`src/rtl/imem_prog_loader.sv`:
```
// imem_prog_loader: streams a length-prefixed program image into the byte-wide
// MIPS instruction memory (big-endian, starting at BASE_ADDR) and holds the CPU
// in reset until the whole image has landed.
// Optional feature macro: LOADER_CHECKSUM_EN adds one trailing checksum byte
// (8-bit sum of header, payload and trailer must be zero).
module imem_prog_loader #(
  parameter int MEM_SIZE  = 100,
  parameter int ADDR_W    = 7,
  parameter int BASE_ADDR = 0,
  parameter int TIMEOUT   = 1000
) (
  input  logic              clk,
  input  logic              reset,
  input  logic              start,
  input  logic              rx_valid,
  input  logic [7:0]        rx_data,
  output logic              rx_ready,
  output logic              mem_we,
  output logic [ADDR_W-1:0] mem_addr,
  output logic [7:0]        mem_wdata,
  output logic              cpu_reset_n,
  output logic              busy,
  output logic              done,
  output logic              err
);

  typedef enum logic [2:0] {
    S_IDLE, S_LEN_HI, S_LEN_LO, S_DATA, S_CSUM, S_DONE, S_ERR
  } state_t;

  // State entered once the payload (or an empty image) is complete.
`ifdef LOADER_CHECKSUM_EN
  localparam state_t S_TAIL = S_CSUM;
`else
  localparam state_t S_TAIL = S_DONE;
`endif

  // Idle counter only has to hold TIMEOUT-1; the wrap to ERR happens on that value.
  localparam int                IDLE_W    = (TIMEOUT > 1) ? $clog2(TIMEOUT) : 1;
  localparam logic [IDLE_W-1:0] IDLE_LAST = IDLE_W'((TIMEOUT > 0) ? TIMEOUT - 1 : 0);
  localparam logic [15:0]       MAX_LEN   = 16'(MEM_SIZE);
  localparam logic [ADDR_W-1:0] BASE      = ADDR_W'(BASE_ADDR);

  state_t            state_q, state_d;
  logic [15:0]       len_q, len_d;
  logic [15:0]       cnt_q, cnt_d;
  logic [7:0]        sum_q, sum_d;
  logic [IDLE_W-1:0] idle_q, idle_d;
  logic              mem_we_d;
  logic [ADDR_W-1:0] mem_addr_d;
  logic [7:0]        mem_wdata_d;
  logic              busy_d;
  logic              xfer;
  logic [15:0]       len_rx;
  logic [7:0]        sum_rx;

  // Next-state, counters and next values of every registered output.
  always_comb begin
    // NOTE: every variable gets a default before the case so no path can infer a latch.
    state_d     = state_q;
    len_d       = len_q;
    cnt_d       = cnt_q;
    sum_d       = sum_q;
    idle_d      = '0;
    mem_we_d    = 1'b0;
    mem_addr_d  = mem_addr;
    mem_wdata_d = mem_wdata;
    xfer        = rx_valid & rx_ready;
    len_rx      = {len_q[15:8], rx_data};
    sum_rx      = sum_q + rx_data;

    case (state_q)
      S_IDLE, S_DONE, S_ERR: begin
        if (start) begin
          state_d = S_LEN_HI;
          len_d   = '0;
          cnt_d   = '0;
          sum_d   = '0;
        end
      end
      S_LEN_HI: begin
        if (xfer) begin
          len_d[15:8] = rx_data;
          sum_d       = sum_rx;
          state_d     = S_LEN_LO;
        end
      end
      S_LEN_LO: begin
        if (xfer) begin
          len_d = len_rx;
          sum_d = sum_rx;
          if (len_rx > MAX_LEN || len_rx[1:0] != 2'b00) state_d = S_ERR;
          else if (len_rx == 16'd0)                     state_d = S_TAIL;
          else                                          state_d = S_DATA;
        end
      end
      S_DATA: begin
        if (xfer) begin
          mem_we_d    = 1'b1;
          mem_addr_d  = BASE + cnt_q[ADDR_W-1:0];
          mem_wdata_d = rx_data;
          cnt_d       = cnt_q + 16'd1;
          sum_d       = sum_rx;
          if (cnt_q == len_q - 16'd1) state_d = S_TAIL;
        end
      end
      S_CSUM: begin
        if (xfer) state_d = (sum_rx == 8'h00) ? S_DONE : S_ERR;
      end
      default: state_d = S_IDLE;
    endcase

    // Stall watchdog: only runs while the loader is asking for a byte.
    if (TIMEOUT != 0 && rx_ready && !xfer) begin
      if (idle_q == IDLE_LAST) state_d = S_ERR;
      else                     idle_d  = idle_q + 1'b1;
    end

    busy_d = (state_d == S_LEN_HI) || (state_d == S_LEN_LO) ||
             (state_d == S_DATA)   || (state_d == S_CSUM);
  end

  // State, counters and all outputs registered; reset wins over start.
  always_ff @(posedge clk) begin
    if (reset) begin
      state_q     <= S_IDLE;
      len_q       <= '0;
      cnt_q       <= '0;
      sum_q       <= '0;
      idle_q      <= '0;
      rx_ready    <= 1'b0;
      mem_we      <= 1'b0;
      mem_addr    <= '0;
      mem_wdata   <= '0;
      cpu_reset_n <= 1'b0;
      busy        <= 1'b0;
      done        <= 1'b0;
      err         <= 1'b0;
    end else begin
      // NOTE: non-blocking assignments so every register samples pre-edge values.
      state_q     <= state_d;
      len_q       <= len_d;
      cnt_q       <= cnt_d;
      sum_q       <= sum_d;
      idle_q      <= idle_d;
      rx_ready    <= busy_d;
      mem_we      <= mem_we_d;
      mem_addr    <= mem_addr_d;
      mem_wdata   <= mem_wdata_d;
      cpu_reset_n <= (state_d == S_DONE);
      busy        <= busy_d;
      done        <= (state_d == S_DONE);
      err         <= (state_d == S_ERR);
    end
  end

endmodule
```
`config.mk`:
```
export PLATFORM = sky130hd
export DESIGN_NAME = imem_prog_loader
export DESIGN_NICKNAME = d
export VERILOG_FILES = /design/src/rtl/imem_prog_loader.sv
export SDC_FILE = /design/constraint.sdc
export NUM_CORES = 1
export LEC_CHECK = 0
export CAP_MARGIN = 20
export CORE_UTILIZATION = 58
export DETAILED_ROUTE_END_ITERATION = 6
export PLACE_DENSITY_LB_ADDON = 0.12
export SLEW_MARGIN = 30
export SYNTH_ARGS = -nofsm -noshare
export SYNTH_HDL_FRONTEND = slang
export SYNTH_SLANG_ARGS = --single-unit
```
`constraint.sdc`:
```
create_clock -name clk -period 3.1 [get_ports clk]
set_input_delay 0.62 -clock clk [delete_from_list [all_inputs] [get_ports clk]]
set_output_delay 0.62 -clock clk [all_outputs]
set_load 0.05 [all_outputs]
```
# Yosys cells after proc, flatten, opt, wreduce, memory -nomap -nowiden
# Index checks and enable logic that the tools add are counted.
[op_classes]
n_addsub = 4
magnitude_cmp = 1
eq_ne = 19
mux = 23
bitwise = 4
n_reduce_logical = 23
[ops]
columns = ["cell", "count"]
rows = [
  ["16-bit two-way mux", 2],
  ["8-bit two-way mux", 4],
  ["16-bit case mux with 2 select lines", 1],
  ["8-bit case mux with 2 select lines", 2],
  ["3-bit two-way mux", 10],
  ["8-bit case mux with 3 select lines", 1],
  ["3-bit equality test, second input constant", 6],
  ["16-bit by 1-bit adder with 16-bit output, second input constant", 1],
  ["16-bit equality test", 1],
  ["16-bit by 7-bit > comparator with 1-bit output, second input constant", 1],
  ["16-bit zero test", 1],
  ["16-bit by 1-bit subtractor with 16-bit output, second input constant", 1],
  ["3-bit case mux with 5 select lines", 1],
  ["3-bit by 2-bit equality test with 1-bit output, second input constant", 4],
  ["10-bit by 1-bit adder with 10-bit output, second input constant", 1],
  ["10-bit equality test, second input constant", 1],
  ["2-bit nonzero test", 5],
  ["3-bit AND reduction", 3],
  ["3-bit OR reduction", 3],
  ["8-bit adder", 1],
  ["8-bit zero test", 1],
  ["2-bit inequality test, second input constant", 4],
  ["3-bit by 1-bit equality test with 1-bit output, second input constant", 2],
  ["1-bit logical OR", 4],
  ["11 further kinds", 13],
]
[totals]
reg_bits = 72
in_bits = 12
output_inout_bits = 21
word_cells = 86

# Logic depth before layout (Yosys ltp)
# Gate-level depths: netlist of the first run.
[depth]
ltp_word = 11
ltp_mapped = 9

# Worst setup path before layout of the first run
# OpenSTA, ideal clock, no wires.
[synth_timing]
kind = "input port to flip-flop"
start = "input port rx_data[0]"
end = "register state_q[1]"
setup_ns = 0.131
arrival_time_ns = 2.532
t_required_ns = 2.969
slack_ns = 0.437
cell_stages = 9
n_path_buf = 0
cell_sequence = "ha_1 -> fa_1 -> a21o_1 -> a21oi_1 -> xnor2_1 -> or3_1 -> nor4_1 -> o311a_1 -> a21oi_1"
[synth_between]
elab_chain_cells = 7
word_cells_on_any_way = 14
cone_classes = "1 x add/sub; 1 x order compare; 8 x mux; 4 x reduce/logical"
[synth_lines]
columns = ["element", "line", "rtl"]
rows = [
  ["from (decl)", "16", "input logic [7:0] rx_data,"],
  ["8-bit adder, or another cell as far along", "70", "sum_rx = sum_q + rx_data;"],
  ["8-bit zero test, or another cell as far along", "108", "if (xfer) state_d = (sum_rx == 8'h00) ? S_DONE : S_ERR;"],
  ["2-bit two-way mux or 3-bit two-way mux (tied branches)", "108, 92", ""],
  ["3-bit two-way mux (on tied branches)", "108, 89", ""],
  ["3-bit case mux with 5 select lines (*)", "72", "case (state_q)"],
  ["3-bit two-way mux", "115", "if (idle_q == IDLE_LAST) state_d = S_ERR;"],
  ["3-bit two-way mux (*)", "114", "if (TIMEOUT != 0 && rx_ready && !xfer) begin"],
  ["to (signal assigned)", "141", "state_q <= state_d;"],
  ["to (decl)", "44", "state_t state_q, state_d;"],
]
# Mark *: on every way between the ends. The rest lies on a longest branch, timed or not.
# A chain may end at the register's enable or synchronous reset.

# Worst setup path in the final report of the first run
[layout_timing]
start = "register len_q[1]"
end = "register busy"
[layout_between]
elab_chain_cells = 11
word_cells_on_any_way = 14
cone_classes = "1 x add/sub; 5 x eq/ne; 5 x mux; 3 x reduce/logical"
[layout_lines]
columns = ["element", "line", "rtl"]
rows = [
  ["from (decl)", "45", "logic [15:0] len_q, len_d;"],
  ["from (signal assigned)", "142", "len_q <= len_d;"],
  ["16-bit by 1-bit subtractor with 16-bit output (*)", "104", "if (cnt_q == len_q - 16'd1) state_d = S_TAIL;"],
  ["16-bit equality test (*)", "104", ""],
  ["3-bit two-way mux (*)", "104", ""],
  ["3-bit two-way mux (*)", "98", "if (xfer) begin"],
  ["3-bit case mux with 5 select lines (*)", "72", ""],
  ["3-bit two-way mux", "115", ""],
  ["3-bit two-way mux (*)", "114", ""],
  ["3-bit by 1-bit equality test with 1-bit output or 3-bit by 2-bit equality test with 1-bit output (tied branches)", "119", "busy_d = (state_d == S_LEN_HI) || (state_d == S_LEN_LO) ||"],
  ["1-bit logical OR (2 in a row)", "119", ""],
  ["1-bit logical OR (*)", "120", "(state_d == S_DATA) || (state_d == S_CSUM);"],
  ["to (signal assigned)", "151", "busy <= busy_d;"],
  ["to (decl)", "22", "output logic busy,"],
]
# Marks and branches as above.

==> key figures, run 1 <==
Outcome
  – Status: finished, violations left
  – Failing checks: design-rule violations

Cells and area
  – Final #Nets: 556
  – # fillers: 516
  – Final core utilization: 71.09%
  – Ratio of cells with drive above 1 in the final layout: 10.04%
  – Final instance area: 0.004566 mm²
  – Most frequent cells in the layout: nand2_1 (78), dfxtp_1 (72), a21oi_1 (54)
  – Area grow syn2layout: 17.29%
  – Multi-input gate area: 0.002287 mm²
  – Most common library cell in the layout ignoring fill and taps: nand2_1
  – Register area: 0.001441 mm²
  – Ant diodes: 0

GRT
  – Tot GR Track Use: 26.92%
  – First-pass GRT wire length: 15.25 mm
  – Largest net degree at the start of global routing: 36
  – Grt ovf: 0
  – Initial antenna violation count: 0
  – Vias in the first global route: 3331

CTS
  – Hold_buf cts: 0
  – Clock Latency Late Sink: 350 ps
  – TritonCTS Buffers: 9
  – CTS Sinks: 72
  – Buffer levels on the longest clock path: 2
  – Max H-tree Level: 3
  – Clock-pin transition on the worst setup and hold timing paths: 80 ps
  – CTS tree: done
  – Root buffer cell: clkbuf_8

Detailed routing
  – DR vias: 3584
  – 1st-pass router iterations: 7
  – Avg WL per Cell: 14.69 µm
  – Initial drt markers: 169
  – Final wirelength: 9.034 mm
  – Number of remaining DRC errors: 2
  – Via density: 5.828
  – ANT nets after route: 0

Timing
  – Final setup violation count: 0
  – Clock period minus worst slack: 2920 ps
  – Worst hold slack: 455.6 ps
  – Max-slew violations: 0
  – Final Cycle Share: 94.19%
  – Relative slew slack: 45.38%
  – Max frequency: 342.5 MHz
  – Unrepaired setup endpoints after global routing: no
  – Clock skew: 9.851 ps
  – Tightest Pin Transition: 813.1 ps
  – Final Hold Fails: 0

Setup path
  – Crit path kind: register to register
  – Worst-path cell chain: inv_1, ha_1, or4b_1, or3_1, and4b_1, a311oi_1, a21oi_1, a31oi_4, mux2_4
  – Critical path's slowest cell: or4b_1
  – Critical Path Start Type: register
  – Max Fanout on Critical Path: 5
  – WP buf/inv: 1
  – CP endpoint kind: register
  – Arrival @ worst endpoint: 3160 ps
  – Family with the most delay on the worst path: simple AND/OR/NAND/NOR gates
  – Slowest cell delay on critical path: 530 ps
  – Reg2Reg Setup Slack: 180 ps
  – Crit path required time: 3340 ps

Floorplan
  – Core Area: 0.006422 mm²
  – Full die area: 0.007043 mm²
  – Die Y: 83.92 µm
  – I/O pin total: 33
  – # rows: 29
  – Starting Density: 60.61%
  – Die X-Extent: 83.92 µm

Pwr
  – Worst-case vdd ir drop: 356.0 µV
  – Seq pwr share: 48.7%
  – LEAKAGE: 1.629 nW
  – Logic gate share of total power: 12.2%
  – Net Sw Power: 0.5255 mW
  – Sw frac: 26.94%
  – Internal: 1.425 mW
  – P per Cell Area: 427.3 mW/mm²
  – Clock share of power: 39.1%

Logic synthesis
  – Post-Syn Area per Cell: 7.864 µm²
  – Synthesized instance count: 495
  – Top cell type's share of synthesized area: 37.03%
  – Syn Nets: 518
  – Synth warnings: 0
  – Most used DFF post-synth: dfxtp_1
  – Register bit total from synthesis: 72
  – Post-synth EDFFs: 0
  – Async S/R FF share, synth: 0%
  – Cell taking the most area after synthesis: dfxtp_1
  – Area of the mapped netlist: 0.003892 mm²
  – Seq/Total Area, Yosys: 37.03%
  – Post-synthesis cell type count: 55
  – Top cells by area, synth: dfxtp_1 (37%), nand2_1 (7.5%), a21oi_1 (6.9%)

Placement
  – Post-DP HPWL: 6.640 mm
  – Final GP Congestion: 0.8808
  – Post-place instance area: 0.004350 mm²
  – Buffers added on ports: 32

Job
  – Max cap viols: 0

Min path
  – Worst hold path class: register to register
[sequential cells by signal (all words and copies together), names as in the netlist]
| signal | count |
|---|---|
| cnt_q | 16 |
| len_q | 16 |
| idle_q | 10 |
| mem_wdata | 8 |
| sum_q | 8 |
| mem_addr | 7 |
| state_q | 3 |
| busy | 1 |
| done | 1 |
| err | 1 |
| mem_we | 1 |
[worst register-to-register path, cell delays in order, from the launching register on]
cell	delay, ps
dfxtp_1	330
inv_1	60
ha_1	220
or4b_1	530
or3_1	370
and4b_1	190
a311oi_1	330
a21oi_1	170
a31oi_4	290
mux2_4	320
[path summary, 6_finish.rpt]
check	startpoint	to	cells after the start
worst min register to register	mem_addr[4]	mem_addr[4]	2
worst max register to register	len_q[1]	busy	9
worst max-delay path	len_q[1]	busy	9
worst min-delay path	mem_addr[4]	mem_addr[4]	2
[metal layers]
layer	vias up	global-route usage (%)	wire length [µm]
li1	1801	-	-
met1	1670	32.71	3996
met2	92	47.02	4456
met3	21	5.737	398
met4	0	9.091	182
met5	-	0	0
[cells by family (layout without fill, tap and decap cells)]
group           after synthesis  after routing  share of synthesized area (%)
fa+ha+maj                    11             11                          3.729
buf+inv                      40             83                          4.436
compound gates              102            102                          16.10
xor+xnor                     45             45                          10.13
flops                        72             72                          37.03
mux                           1              1                         0.3856
simple gates                224            224                          28.19
[repair_timing]
action,in CTS,in global routing
endpoints found under the setup margin,0,3
buffers inserted,0,0
gates resized for setup,0,2
[final cells by class]
class	instances	share of cell area (%)
Clock inverter	6	1.507
Multi-Input combinational cell	383	50.10
Sequential cell	72	31.57
Tap cell	77	2.110
Clock buffer	10	3.015
Inverter	13	1.069
Timing Repair Buffer	54	10.63
[power groups by stage]
stage / Combinational (mW) / Clock (mW) / Sequential, mW
2_1_floorplan: 0.153 / 0 / 0.974
3_3_place_gp: 0.227 / 0 / 0.971
3_5_place_dp: 0.233 / 0 / 0.971
4_1_cts: 0.235 / 0.773 / 0.950
5_1_grt: 0.259 / 0.813 / 0.952
6_report: 0.237 / 0.763 / 0.950
[synth_stat cells, types with 2 or more instances]
cell and count:
a211oi_1 2, a21o_1 4, a21oi_1 54, a311oi_1 2, a31oi_1 4, and2_1 4, and3_1 5, buf_4 2
buf_6 2, clkbuf_1 22, dfxtp_1 72, ha_1 10, inv_1 13, nand2_1 78, nand2b_1 3, nand3_1 35
nand3b_1 3, nand4_1 5, nor2_1 46, nor3_1 11, nor3b_1 2, nor4_1 4, nor4b_1 3, o211ai_1 6
o21a_1 4, o21ai_0 12, o21bai_1 3, or2_2 3, or3_1 8, or3b_2 2, or4_1 3, or4_4 2
xnor2_1 25, xor2_1 20
[through the flow]
| stage | worst slack [ps] | TNS (ps) | cells | power [mW] |
|---|---|---|---|---|
| 6_report | 180.2 | 0 | 615 | 1.951 |
| 5_1_grt | 7.334 | 0 | 615 | 2.024 |
| 4_1_cts | 101.5 | 0 | 615 | 1.958 |
| 3_5_place_dp | -253.4 | -759.3 | 599 | 1.204 |
| 3_3_place_gp | -158.6 | -409.8 | 599 | 1.198 |
| 2_1_floorplan | 437.0 | 0 | 495 | 1.127 |
Note: power is estimated with default switching activity, not from simulation.
==> inputs of run 2 (changes only) <==
==> constraint.sdc (replaced) <==
create_clock -name clk -period 3.1 [get_ports clk]
set_input_delay 0.31 -clock clk [delete_from_list [all_inputs] [get_ports clk]]
set_output_delay 0.31 -clock clk [all_outputs]
set_load 0.05 [all_outputs]
==> key figures, run 2 (synthesis results as in run 1) <==
Outcome
  – Status: finished, violations left
  – Failing checks: design-rule violations

Placement
  – Buffers added on ports: 32 (unchanged)
  – Placed cell count: 591 (-1.3%)
  – Post-DP HPWL: 6.664 mm (+0.35%)
  – Final GP Congestion: 0.8742 (-0.75%)

GRT
  – Initial antenna violation count: 0 (unchanged)
  – Grt ovf: 0 (unchanged)
  – Vias in the first global route: 3360 (+0.87%)
  – First-pass GRT wire length: 15.46 mm (+1.4%)
  – Largest net degree at the start of global routing: 33 (-8.3%)
  – Tot GR Track Use: 27.24% (+0.32 points)

CTS
  – Post_cts resized: 0 (unchanged)
  – Buffer levels on the longest clock path: 2 (unchanged)
  – CTS tree: done
  – TritonCTS Buffers: 9 (unchanged)
  – Root buffer cell: clkbuf_8
  – Postcts setup bufs: 0 (unchanged)
  – CTS Sinks: 72 (unchanged)
  – Clock-pin transition on the worst setup and hold timing paths: 70 ps (about the same)
  – Clock Latency Late Sink: 350 ps (about the same)
  – Hold_buf cts: 0 (unchanged)
  – Max H-tree Level: 3 (unchanged)

Job
  – Max cap viols: 0 (unchanged)

Timing
  – Final setup violation count: 0 (unchanged)
  – Clock skew: 5.979 ps (-3.872 ps)
  – Clock period minus worst slack: 2883 ps (-36.89 ps)
  – TNS Setup: 0 ps (unchanged)
  – Unrepaired setup endpoints after global routing: no
  – Relative slew slack: 44.79% (-0.59 points)
  – Max-slew violations: 0 (unchanged)
  – Tightest Pin Transition: 821.8 ps (+8.764 ps)
  – Final Cycle Share: 93.00% (-1.2 points)
  – Final Hold Fails: 0 (unchanged)
  – Max frequency: 346.9 MHz (+1.3%)

Cells and area
  – Ant diodes: 0 (unchanged)
  – Ratio of cells with drive above 1 in the final layout: 8.491% (-1.5 points)
  – Multi-input gate area: 0.002282 mm² (-0.22%)
  – Biggest registers after layout: cnt_q (16), len_q (16), idle_q (10)
  – Non-filler cells, final: 607 (-1.3%)
  – Register area: 0.001441 mm² (unchanged)
  – Most frequent cells in the layout: nand2_1 (78), dfxtp_1 (72), a21oi_1 (53)
  – Most common library cell in the layout ignoring fill and taps: nand2_1
  – # fillers: 558 (+8.1%)
  – Final #Nets: 548 (-1.4%)
  – Area grow syn2layout: 15.98%

Pwr
  – P per Cell Area: 443.3 mW/mm² (+3.7%)
  – LEAKAGE: 1.599 nW (-1.8%)
  – Worst-case vdd ir drop: 408.3 µV (+15%)
  – Final Power: 2.001 mW (+2.6%)

Detailed routing
  – DR vias: 3581 (-0.084%)
  – Top layer reached by signal wires: met4
  – Final wirelength: 9.009 mm (-0.28%)
  – 1st-pass router iterations: 6 (-1)
  – Via density: 5.900 (+1.2%)
  – Avg WL per Cell: 14.84 µm (+1.0%)
  – ANT nets after route: 0 (unchanged)
  – Met3 WL: 432 µm (+8.5%)
  – Metal1 wirelength: 4.013 mm (+0.43%)
  – Number of remaining DRC errors: 2 (unchanged)
  – Met2 wire len: 4.257 mm (-4.5%)
  – Initial drt markers: 180 (+6.5%)

Floorplan
  – Core Area: 0.006422 mm² (unchanged)
  – Die X-Extent: 83.92 µm (unchanged)
  – Die Y: 83.92 µm (unchanged)
  – Starting Density: 60.61% (unchanged)
  – # rows: 29 (unchanged)
  – Full die area: 0.007043 mm² (unchanged)
  – I/O pin total: 33 (unchanged)

Setup path
  – Max Fanout on Critical Path: 5 (unchanged)
  – CP startpoint: len_q[0]
  – Crit Reg-Reg Startpoint: len_q[0]
  – CP endpoint kind: register
  – Crit path kind: register to register
  – Critical Path Start Type: register
  – Crit path required time: 3340 ps (about the same)
  – Arrival @ worst endpoint: 3120 ps (-40 ps)

Min path
  – Worst hold path class: register to register
  – Min-delay src: mem_wdata[2]
run 2: cell count changes in the layout (fill, tap and decap cells not counted), sizes merged:
cell    delta
buf        -8
bufinv     +1
clkinv     -1
run 2: layout make-up:
| class | count | share of cell area, % |
|---|---|---|
| clock buffers | 10 | 3.049 |
| clock inverters | 6 | 1.829 |
| inverters | 13 | 1.081 |
| multi-input cells | 383 | 50.55 |
| flip-flops and latches | 72 | 31.93 |
| well taps | 77 | 2.134 |
| repair buffers | 46 | 9.424 |
run 2: stage by stage:
step	cell area [µm²]	hold slack, ps	utilization, %	worst slack [ps]
after floorplan	3892	430.2	-	503.7
after global placement	4290	441.9	66.80	135.8
after detailed placement	4290	447.7	66.80	25.68
after CTS	4511	458.1	70.23	185.5
after global routing	4514	475.2	70.29	102.9
final	4514	455.1	70.29	217.1
run 2: power breakdown:
group | leakage (nW) | internal (mW) | switching [mW] | total (mW)
combinational | 0.906 | 0.0874 | 0.140 | 0.228
sequential | 0.581 | 0.936 | 0.0179 | 0.954
clock | 0.112 | 0.470 | 0.349 | 0.820
run 2: final timing paths:
check        slack, ps      endpoint  cells past startpoint
min reg2reg        460  mem_wdata[2]                      2
max reg2reg        220          busy                      9
max                220          busy                      9
min                460  mem_wdata[2]                      2
run 2: layer usage:
metal  up-vias  GRT usage, %
met3        30         6.034
met4         0         12.70
li1       1780             -
met2        95         44.56
met1      1676         34.08
met5         -             0
run 2: critical path: stages (launching register included):
cell and delay (ps):
dfxtp_1 350, inv_1 70, ha_1 230, or4b_1 530, or3_1 370, and4b_1 200
a311oi_1 310, a21oi_2 120, a31oi_4 270, mux2_4 320
==> variant, RTL diff (config.mk and constraints of run 1) <==
Make the reset (`reset`) asynchronous in one clocked block.
--- a/src/rtl/imem_prog_loader.sv
+++ b/src/rtl/imem_prog_loader.sv
@@ -123,3 +123,3 @@
   // State, counters and all outputs registered; reset wins over start.
-  always_ff @(posedge clk) begin
+  always_ff @(posedge clk or posedge reset) begin
     if (reset) begin
Behaviour: differs if reset is asserted again (counterexample within 4 cycles, from zero or initial values and one cycle with reset high); with reset held inactive, the same outputs for 10 cycles.
==> variant against run 1 <==
  * Wire length is 5.1% higher
  * Setup slack got worse by 0.026 ns
  * Area after synthesis up 8.9%
  * Highest routed layer unchanged
  * Largest cell class unchanged
  * Sequential cell count stayed put
  * Final area is 10% higher
  * Count of clock-buffer cells in the layout is 1 higher
  * Non-clock buffer count increased by 7
  * Critical path depth is 2 higher
Power is not compared: it rests on default switching activity, and its combinational part moved more than twofold at a synthesized area within 25%.
==> variant: results <==
metrics = {
    "sta": {
        "fin_skew_ns": 0.0142,
        "fin_ws_ns": 0.155,
        "hold_slack_ns": 0.492,
        "worstMarginPinSlew_ns": 0.948,
    },
    "placement": {
        "port_buffers": 32,
        "place.gp.congestion": 0.910,
        "place_area_mm2": 0.00483,
        "placed_cells": 588,
        "hpwl_um": 6970,
        "dp_slack_ns": -0.278,
    },
    "route": {
        "via_count": 3515,
        "drt_iter0_drc": 187,
        "dr.pass1.iters": 5,
        "routedWlPerCell_um": 15.7,
        "totalWireLength_um": 9500,
    },
    "cts": {
        "cts.clk_slew.worst_paths_ns": 0.08,
        "cts_buffers": 9,
        "htreeDepth": 3,
        "cts-root-buf": "clkbuf_8",
        "insertion_delay_ns": 0.35,
        "post_cts_buffers": 0,
        "clock_path_buffers": 2,
    },
    "layout": {
        "fill_cells": 528,
        "drive_above_1_share_pct": 18.3,
        "area_delta_synth_final_pct": 18.6,
        "antenna_cells": 0,
        "nNetsFinal": 526,
        "largestRegisters": "cnt_q: 16 flops, len_q: 16 flops, idle_q: 10 flops",
    },
    "pwr": {
        "ir_worst_vdd_mv": 0.405,
        "leakage_nw": 2.19,
    },
    "grt": {
        "grt_use_total_pct": 27.5,
        "grt_pass1_vias": 3454,
        "antenna_found_initial": 0,
        "grt_max_degree": 54,
        "grt_pass1_wl_um": 16100,
    },
    "outcome": {
        "status": "completed",
    },
    "synthesis": {
        "synthTopCellsByCount": "dfrtp_1 (72), nand2_1 (49), nor2_1 (38)",
        "synthArstFlopShare_pct": 100,
        "syn_area_per_cell_um2": 9.46,
        "synth_fp_nets": 471,
        "ys_seq_area_share_pct": 42.5,
        "synth_warnings": 0,
        "ys.flop_type": "dfrtp_1",
        "yosys-top-cells-area": "dfrtp_1 (43%), xnor2_1 (4.8%), nand2_1 (4.3%)",
        "synth_cell_types": 73,
    },
    "critical_path": {
        "r2r_slack_ns": 0.21,
        "crit_arrival_ns": 3.22,
        "critPathMaxFanout": 3,
    },
    "worst_hold_path": {
        "hp-class": "reg2reg",
    },
}
==> variant: path summary, 6_finish.rpt <==
check                                start         end  cells after the start
max in group asynchronous            reset    len_q[7]                      3
worst max-delay path            rx_data[0]        busy                     11
worst min register to register   idle_q[0]   idle_q[0]                      1
worst max register to register    len_q[0]        done                      9
worst min-delay path             idle_q[0]   idle_q[0]                      1
min in group asynchronous            reset  state_q[0]                      2
==> variant: final cells by class <==
type / count / area share, %
clock buffer: 11 / 3.01
clock inverter: 5 / 0.747
inverter: 16 / 1.19
multi-input combinational: 343 / 45.9
sequential: 72 / 35.8
tap: 96 / 2.39
timing repair buffer: 61 / 11.0
==> variant: where the power goes <==
part	internal, mW	leakage [nW]	switching, mW
clock network	0.339	0.0924	0.377
registers	1.07	0.911	0.128
logic	0.549	1.19	0.597
==> variant: metal layers <==
metal  global-route usage, %  vias to the layer above  share of wire (%)
met1                    36.6                     1703                 46
met5                       0                        -                  0
met2                    45.5                       88                 48
met4                    7.60                        0                1.4
met3                    5.88                       16                4.7
li1                        -                     1708                  -
==> variant: kinds of logic after synthesis <==
| logic type | count (synthesis) | share of synthesized area (%) |
|---|---|---|
| fa+ha+maj | 11 | 3.42 |
| simple gates | 191 | 24.2 |
| xor+xnor | 43 | 8.89 |
| mux | 18 | 4.72 |
| compound gates | 80 | 12.9 |
| flops | 72 | 42.5 |
| buf+inv | 33 | 3.34 |
==> variant: timing repair <==
action	CTS	global route
resized for setup	0	3
hold buffers	0	0
setup endpoints to repair	0	3
==> variant: worst max-delay path: stages <==
cell and delay (ns):
clkdlybuf4s50_1 0.44, ha_1 0.24, fa_1 0.40, and3_1 0.19, o2111a_1 0.26, a211oi_2 0.22, and3_2 0.22, a211oi_1 0.09
buf_4 0.15, nor3_1 0.21, xor2_1 0.17
